## src/rtl/sdram_req_sequencer.sv

```systemverilog
// Front-end sequencer for sdram_controller: queues host read/write commands and issues them one at a time,
// waiting for data_valid (or a timeout) and an idle gap between commands.
module sdram_req_sequencer #(
   parameter int DEPTH      = 4,
   parameter int TIMEOUT    = 16,
   parameter int GAP_CYCLES = 2
) (
   input  logic                   clk,
   input  logic                   reset,
   input  logic                   host_valid,
   input  logic                   host_write,
   output logic                   host_ready,
   output logic                   read_req,
   output logic                   write_req,
   input  logic                   data_valid,
   output logic                   done,
   output logic                   done_write,
   output logic                   timeout,
   output logic                   busy,
   output logic [$clog2(DEPTH):0] fifo_count
);

   localparam int PW         = $clog2(DEPTH);
   localparam int CNTW       = PW + 1;
   localparam int CW         = $clog2(TIMEOUT + GAP_CYCLES + 1);
   localparam int GAP_LAST_I = (GAP_CYCLES > 0) ? GAP_CYCLES - 1 : 0;
   localparam logic [CW-1:0] TO_LAST  = CW'(TIMEOUT - 1);
   localparam logic [CW-1:0] GAP_LAST = CW'(GAP_LAST_I);

   typedef enum logic [1:0] {IDLE, WAIT, GAP} state_t;

   // With no gap configured, completion returns straight to IDLE.
   localparam state_t AFTER_DONE = (GAP_CYCLES == 0) ? IDLE : GAP;

   state_t          r_state, w_state_next;
   logic [DEPTH-1:0] r_mem;
   logic [PW-1:0]   r_wr_ptr, r_rd_ptr;
   logic [CNTW-1:0] r_count;
   logic [CW-1:0]   r_cnt, w_cnt_next;
   logic            r_cur_write, w_cur_write_next;
   logic            r_read_req, r_write_req, r_done, r_done_write, r_timeout;
   logic            w_read_req_next, w_write_req_next, w_done_next, w_done_write_next, w_timeout_next;
   logic            w_push, w_pop, w_head;

   assign host_ready = (r_count < CNTW'(DEPTH));
   assign w_push     = host_valid && host_ready;
   assign w_head     = r_mem[r_rd_ptr];

   assign read_req   = r_read_req;
   assign write_req  = r_write_req;
   assign done       = r_done;
   assign done_write = r_done_write;
   assign timeout    = r_timeout;
   assign fifo_count = r_count;
   assign busy       = (r_state != IDLE) || (r_count != '0);

   // Command FIFO: one type bit per entry; simultaneous push and pop keep the count steady.
   always_ff @(posedge clk or posedge reset) begin
      if (reset) begin
         r_mem    <= '0;
         r_wr_ptr <= '0;
         r_rd_ptr <= '0;
         r_count  <= '0;
      end else begin
         if (w_push) begin
            r_mem[r_wr_ptr] <= host_write;
            r_wr_ptr        <= r_wr_ptr + PW'(1);
         end
         if (w_pop)
            r_rd_ptr <= r_rd_ptr + PW'(1);
         case ({w_push, w_pop})
            2'b10:   r_count <= r_count + CNTW'(1);
            2'b01:   r_count <= r_count - CNTW'(1);
            default: r_count <= r_count;
         endcase
      end
   end

   // FSM state and registered pulse outputs.
   always_ff @(posedge clk or posedge reset) begin
      if (reset) begin
         r_state      <= IDLE;
         r_cnt        <= '0;
         r_cur_write  <= 1'b0;
         r_read_req   <= 1'b0;
         r_write_req  <= 1'b0;
         r_done       <= 1'b0;
         r_done_write <= 1'b0;
         r_timeout    <= 1'b0;
      end else begin
         r_state      <= w_state_next;
         r_cnt        <= w_cnt_next;
         r_cur_write  <= w_cur_write_next;
         r_read_req   <= w_read_req_next;
         r_write_req  <= w_write_req_next;
         r_done       <= w_done_next;
         r_done_write <= w_done_write_next;
         r_timeout    <= w_timeout_next;
      end
   end

   // Next-state logic; data_valid is checked before the timeout limit so it wins a tie.
   always_comb begin
      w_state_next      = r_state;
      w_cnt_next        = r_cnt;
      w_cur_write_next  = r_cur_write;
      w_read_req_next   = 1'b0;
      w_write_req_next  = 1'b0;
      w_done_next       = 1'b0;
      w_done_write_next = 1'b0;
      w_timeout_next    = 1'b0;
      w_pop             = 1'b0;
      case (r_state)
         IDLE: begin
            if (r_count != '0) begin
               w_pop            = 1'b1;
               w_read_req_next  = !w_head;
               w_write_req_next = w_head;
               w_cur_write_next = w_head;
               w_cnt_next       = '0;
               w_state_next     = WAIT;
            end
         end
         WAIT: begin
            if (data_valid) begin
               w_done_next       = 1'b1;
               w_done_write_next = r_cur_write;
               w_cnt_next        = '0;
               w_state_next      = AFTER_DONE;
            end else if (r_cnt == TO_LAST) begin
               w_timeout_next    = 1'b1;
               w_done_write_next = r_cur_write;
               w_cnt_next        = '0;
               w_state_next      = AFTER_DONE;
            end else begin
               w_cnt_next = r_cnt + CW'(1);
            end
         end
         GAP: begin
            if (r_cnt == GAP_LAST) begin
               w_cnt_next   = '0;
               w_state_next = IDLE;
            end else begin
               w_cnt_next = r_cnt + CW'(1);
            end
         end
         default: w_state_next = IDLE;
      endcase
   end

endmodule

```

## config.mk

```make
export PLATFORM = sky130hd
export DESIGN_NAME = sdram_req_sequencer
export DESIGN_NICKNAME = d
export VERILOG_FILES = /design/src/rtl/sdram_req_sequencer.sv
export SDC_FILE = /design/constraint.sdc
export NUM_CORES = 1
export LEC_CHECK = 0
export CORE_MARGIN = 2
export CORE_UTILIZATION = 47
export CTS_CLUSTER_DIAMETER = 150
export DETAILED_ROUTE_END_ITERATION = 8
export PLACE_DENSITY = 0.81
export SLEW_MARGIN = 0
export SYNTH_ARGS = -nofsm -noshare
export SYNTH_HDL_FRONTEND = slang
export SYNTH_SLANG_ARGS = --single-unit
```

## constraint.sdc

```tcl
create_clock -name clk -period 3.7 [get_ports clk]
set_clock_uncertainty 0.05 [all_clocks]
set_input_delay 0.74 -clock clk [delete_from_list [all_inputs] [get_ports clk]]
set_output_delay 0.74 -clock clk [all_outputs]
set_load 0.02 [all_outputs]
```

**Word-level counts from Yosys, hierarchy flattened**

Index checks and enable logic that the tools add are counted.

- Register bits after elaboration: 24
- Input bits: 5
- Output and inout bits: 10
- Word-level logic and storage cells: 72

- Add/sub/neg operators: 5
- Magnitude comparators: 4
- Equal/unequal tests: 9
- Muxes and demuxes: 30
- Reduce and logical (&&, ||, !) cells: 12

Operators by type and width:

| operator | count |
|---|---|
| $mux W5 | 4 |
| $mux W1 | 16 |
| $pmux W5 S3 | 1 |
| $mux W2 | 4 |
| $lt A2 B3 Y1 const B | 2 |
| $pmux W2 S3 | 1 |
| $pmux W3 S2 | 1 |
| $reduce_bool A3 Y1 | 2 |
| $add A5 B1 Y5 const B | 1 |
| $eq A5 B1 Y1 const B | 1 |
| $eq A5 B4 Y1 const B | 1 |
| $add A2 B1 Y2 const B | 2 |
| $bwmux W4 | 1 |
| $eq A2 B1 Y1 const B | 2 |
| $eq A2 B2 Y1 const B | 2 |
| $ne A2 B2 Y1 const B | 2 |
| $reduce_and A2 Y1 | 2 |
| $reduce_bool A2 Y1 | 2 |
| $add A3 B1 Y3 const B | 1 |
| $lt A3 B3 Y1 const B | 1 |
| $ne A3 B3 Y1 const B | 1 |
| $reduce_and A3 Y1 | 1 |
| $sub A3 B1 Y3 const B | 1 |
| $bmux W1 S2 | 1 |
| other kinds (6) | 7 |

**Depth between registers and ports, before layout**

- Depth in word-level cells: 5
- Depth in mapped cells: 10
- Gate-level depth less buffers: 10

**Worst setup path after synthesis**

OpenSTA, ideal clock, no wires.

- Path kind: input -> register
- From: in host_valid
- To: reg r_count[2] (netlist: fifo_count[2])
- Setup time: 0.080 ns
- Data arrival time: 2.046 ns
- Required time: 3.570 ns
- Path slack: 1.524 ns
- Cell stages on the path: 9
- Buffers on the path: 1
- Path through: and2b_1 -> clkbuf_1 -> inv_1 -> ha_1 -> inv_1 -> fa_1 -> xor2_1 -> nor2_1 -> xnor2_1

- Cells in the longest elaborated chain, start to end: 3
- Elaborated cells on any way between the ends: 5
- Those cells by class: 2 x eq/ne; 1 x mux; 2 x reduce/logical

RTL lines:

| what | RTL line | text |
|---|---|---|
| start, declared | 10 | `input logic host_valid,` |
| $logic_and A1 B1 Y1 (*) | 46 | `assign w_push = host_valid && host_ready;` |
| $eq A2 B1 Y1 or $eq A2 B2 Y1 (tied branches) | 71 | `case ({w_push, w_pop})` |
| $pmux W3 S2 or $reduce_bool A2 Y1 (tied branches) | n/a |  |
| end signal, assigned | 72 | `2'b10: r_count <= r_count + CNTW'(1);` |
| end signal, assigned | 73 | `2'b01: r_count <= r_count - CNTW'(1);` |
| end signal, assigned | 74 | `default: r_count <= r_count;` |
| end, declared | 38 | `logic [CNTW-1:0] r_count;` |

Every way passes the cells marked *; elsewhere a longest branch is shown, timed or not.
A chain may end at the register's enable or synchronous reset.

**Final worst setup path**

- From: reg r_state[0]
- To: out busy

- Cells in the longest elaborated chain, start to end: 2

RTL lines:

| what | RTL line | text |
|---|---|---|
| start, declared | 35 | `state_t r_state, w_state_next;` |
| start signal, assigned | 91 | `r_state <= w_state_next;` |
| $reduce_bool A2 Y1 | 55 | `assign busy = (r_state != IDLE) \|\| (r_count != '0);` |
| $logic_or A1 B1 Y1 | 55 |  |
| end, declared | 19 | `output logic busy,` |

No other way between the ends.

==> impl_metrics.toml <==
[timing]
holdWs_ns = 0.447
slew_violations = 0
fin_crit_sh_pct = 81.1
fin_crit_ns = 3.00
max_slew_margin_pct = 40.7
rsz0062_at_grt = "no"
max_freq_ghz = 0.333
worst_slack_ns = 0.699
finalHoldViolCount = 0
setup_viol = 0
finalSetupTns_ns = 0
tightest_slew_ns = 0.888

[clocking]
post_cts_buffers = 0
clock_sinks = 24
cts_buffers = 3
clk-insertion-delay-late_ns = 0.33
cts_root_buffer = "clkbuf_4"
clockBufferDepth = 2
htreeDepth = 1
cts_resized = 0
ctsHoldBuffers = 0
path_clk_slew_ns = 0.14
cts_tree = "yes"

[hold_path]
min_to = "r_rd_ptr[1]"
hold_depth = 1
hp-class = "reg -> reg"
min_from = "r_rd_ptr[1]"

[floorplanning]
initial_utilization_pct = 50.2
pin_count = 15
dieArea_sq_um = 3130
chipHeight_um = 55.9
core.rowCount = 18
die_w_um = 55.9
coreArea_sq_um = 2520

[cells_and_area]
num_antenna_cells = 0
mostFrequentLayoutCells = "24 x dfrtp_1, 15 x nand2_1, 14 x inv_1, 14 x clkdlybuf4s50_1, 12 x ha_1"
final_common_cell = "dfrtp_1"
drive_above_1_share_pct = 12.0
nets = 152
area_growth_pct = 17.5

[placed_design]
hpwlAfterDp_mm = 1.66
place_congestion = 0.770
port_buffers = 14
dp_slack_ns = 1.09

[yosys]
synth_area_leader_cell = "dfrtp_1"
synth.area.top_cells = "dfrtp_1 47%, ha_1 12%, nand2_1 4.4%"
synth_flop_cell = "dfrtp_1"
synthArstFlopShare_pct = 100
ys_seq_elements = 24
syn_nets = 135
syn-cell-area_sq_um = 1270
syn_area_per_cell_sq_um = 10.8
synth_cell_type_count = 35
synth_top_area_share_pct = 47.4
yosysWarningCount = 0
seq_area_frac_synth_pct = 47.4
syn_inst = 117
synth_edf_count = 0

[setup_path]
crit_arrival_ns = 2.21
worstSetupPathType = "reg -> out"
crit_path_max_fanout = 5
critPathSlowestCell = "clkdlybuf4s50_1"
worstPathRequired_ns = 2.91
r2r_slack_ns = 1.51
max_stage_delay_ns = 0.58
start_kind = "register"
reg2regPathDepth = 10
rr_startpoint = "r_state[0]"
crit_buf_inv = 2
worstSetupEndpointType = "primary output"
r2r-end = "fifo_count[2]"
cp_top_family = "buffers and inverters"
cp_cell_sequence = "inv_1 > ha_1 > or4b_1 > clkdlybuf4s50_1"

[route]
wirelength_mm = 2.12
ant_nets = 0
wire_per_inst_um = 13.0
drt_iter0_markers = 4
drc = 0
avgViaCountPerCell = 5.29
drt_first_pass_iters = 2
num_vias = 862

[power]
peakVddDrop_v = 0.000547
powerDensity_nw_per_um2 = 824
p_leak_nw = 0.682

[global_route]
grt-ovfl-total = 0
antenna_found_initial = 0
grt_use_total_pct = 15.2
grt_max_degree = 25
grt_pass1_vias = 870
grt_pass1_wl_mm = 3.75

[job]
drv_cap = 0

[status]
status = "completed"
## metal layers
layer  vias to the layer above  GRT usage (%)  routed length, um
met1                       424           20.1                968
met3                         2           3.02                 69
met2                        14           23.6               1050
li1                        422              -                  -
met4                         0           7.82                 27
met5                         -              0                  0
## synth_stat cells, drive strengths merged, types with 2 or more instances
library cell / number
xnor2: 5
o21ai: 7
inv: 14
and2: 2
ha: 12
mux2: 5
o2111ai: 2
nand3: 3
nor2: 6
dfrtp: 24
a21oi: 2
and2b: 2
nand2: 15
## cell families (layout without fill, tap and decap cells)
| group | after synthesis | after routing | synth area share [%] |
|---|---|---|---|
| flip-flops | 24 | 24 | 47.4 |
| adder cells (fa/ha/maj) | 13 | 13 | 13.4 |
| multiplexers | 6 | 6 | 6.51 |
| XOR/XNOR | 6 | 6 | 4.15 |
| AO/OA/AOI/OAI | 16 | 16 | 8.79 |
| AND/OR/NAND/NOR | 36 | 36 | 14.9 |
| buffers and inverters | 16 | 32 | 4.84 |
## final cells by class
class	instances	area (sq um)
Fill cell	212	1030
Multi-Input combinational cell	77	606
Sequential cell	24	601
Timing Repair Buffer	14	140
Inverter	14	52.6
Tap cell	30	37.5
Clock inverter	1	30.0
Clock buffer	3	22.5
## where the power goes
part | leakage [nW] | switching, mW | internal (mW)
registers | 0.305 | 0.0778 | 0.363
logic | 0.350 | 0.305 | 0.287
clock network | 0.0279 | 0.0851 | 0.110
total | 0.682 | 0.467 | 0.760
## state kept, by name (all words and copies together), names as in the netlist
signal	count
r_rd_ptr	2
done	1
r_state	2
r_mem	4
fifo_count	3
done_write	1
r_cnt	5
timeout	1
r_wr_ptr	2
write_req	1
read_req	1
r_cur_write	1
## how the worst max path moves through the flow
stage | start | to | slack [ns] | cells past startpoint
final | r_state[0] | busy | 0.70 | 4
after global placement | r_state[1] | busy | 1.12 | 4
after global routing | r_state[0] | busy | 0.61 | 4
after CTS | r_state[0] | busy | 0.68 | 4
after floorplan | host_valid | fifo_count[2] | 1.52 | 9
after detailed placement | r_state[0] | busy | 1.09 | 4
## metrics by stage
stage,instances,area [sq um],utilization [%],power [mW]
floorplan,117,1270,-,0.868
global placement,159,1440,56.9,1.01
detailed placement,159,1440,56.9,1.05
CTS,163,1490,59.0,1.24
global route,163,1490,59.0,1.32
finish,163,1490,59.0,1.23
Note: power is estimated with default switching activity, not from simulation.
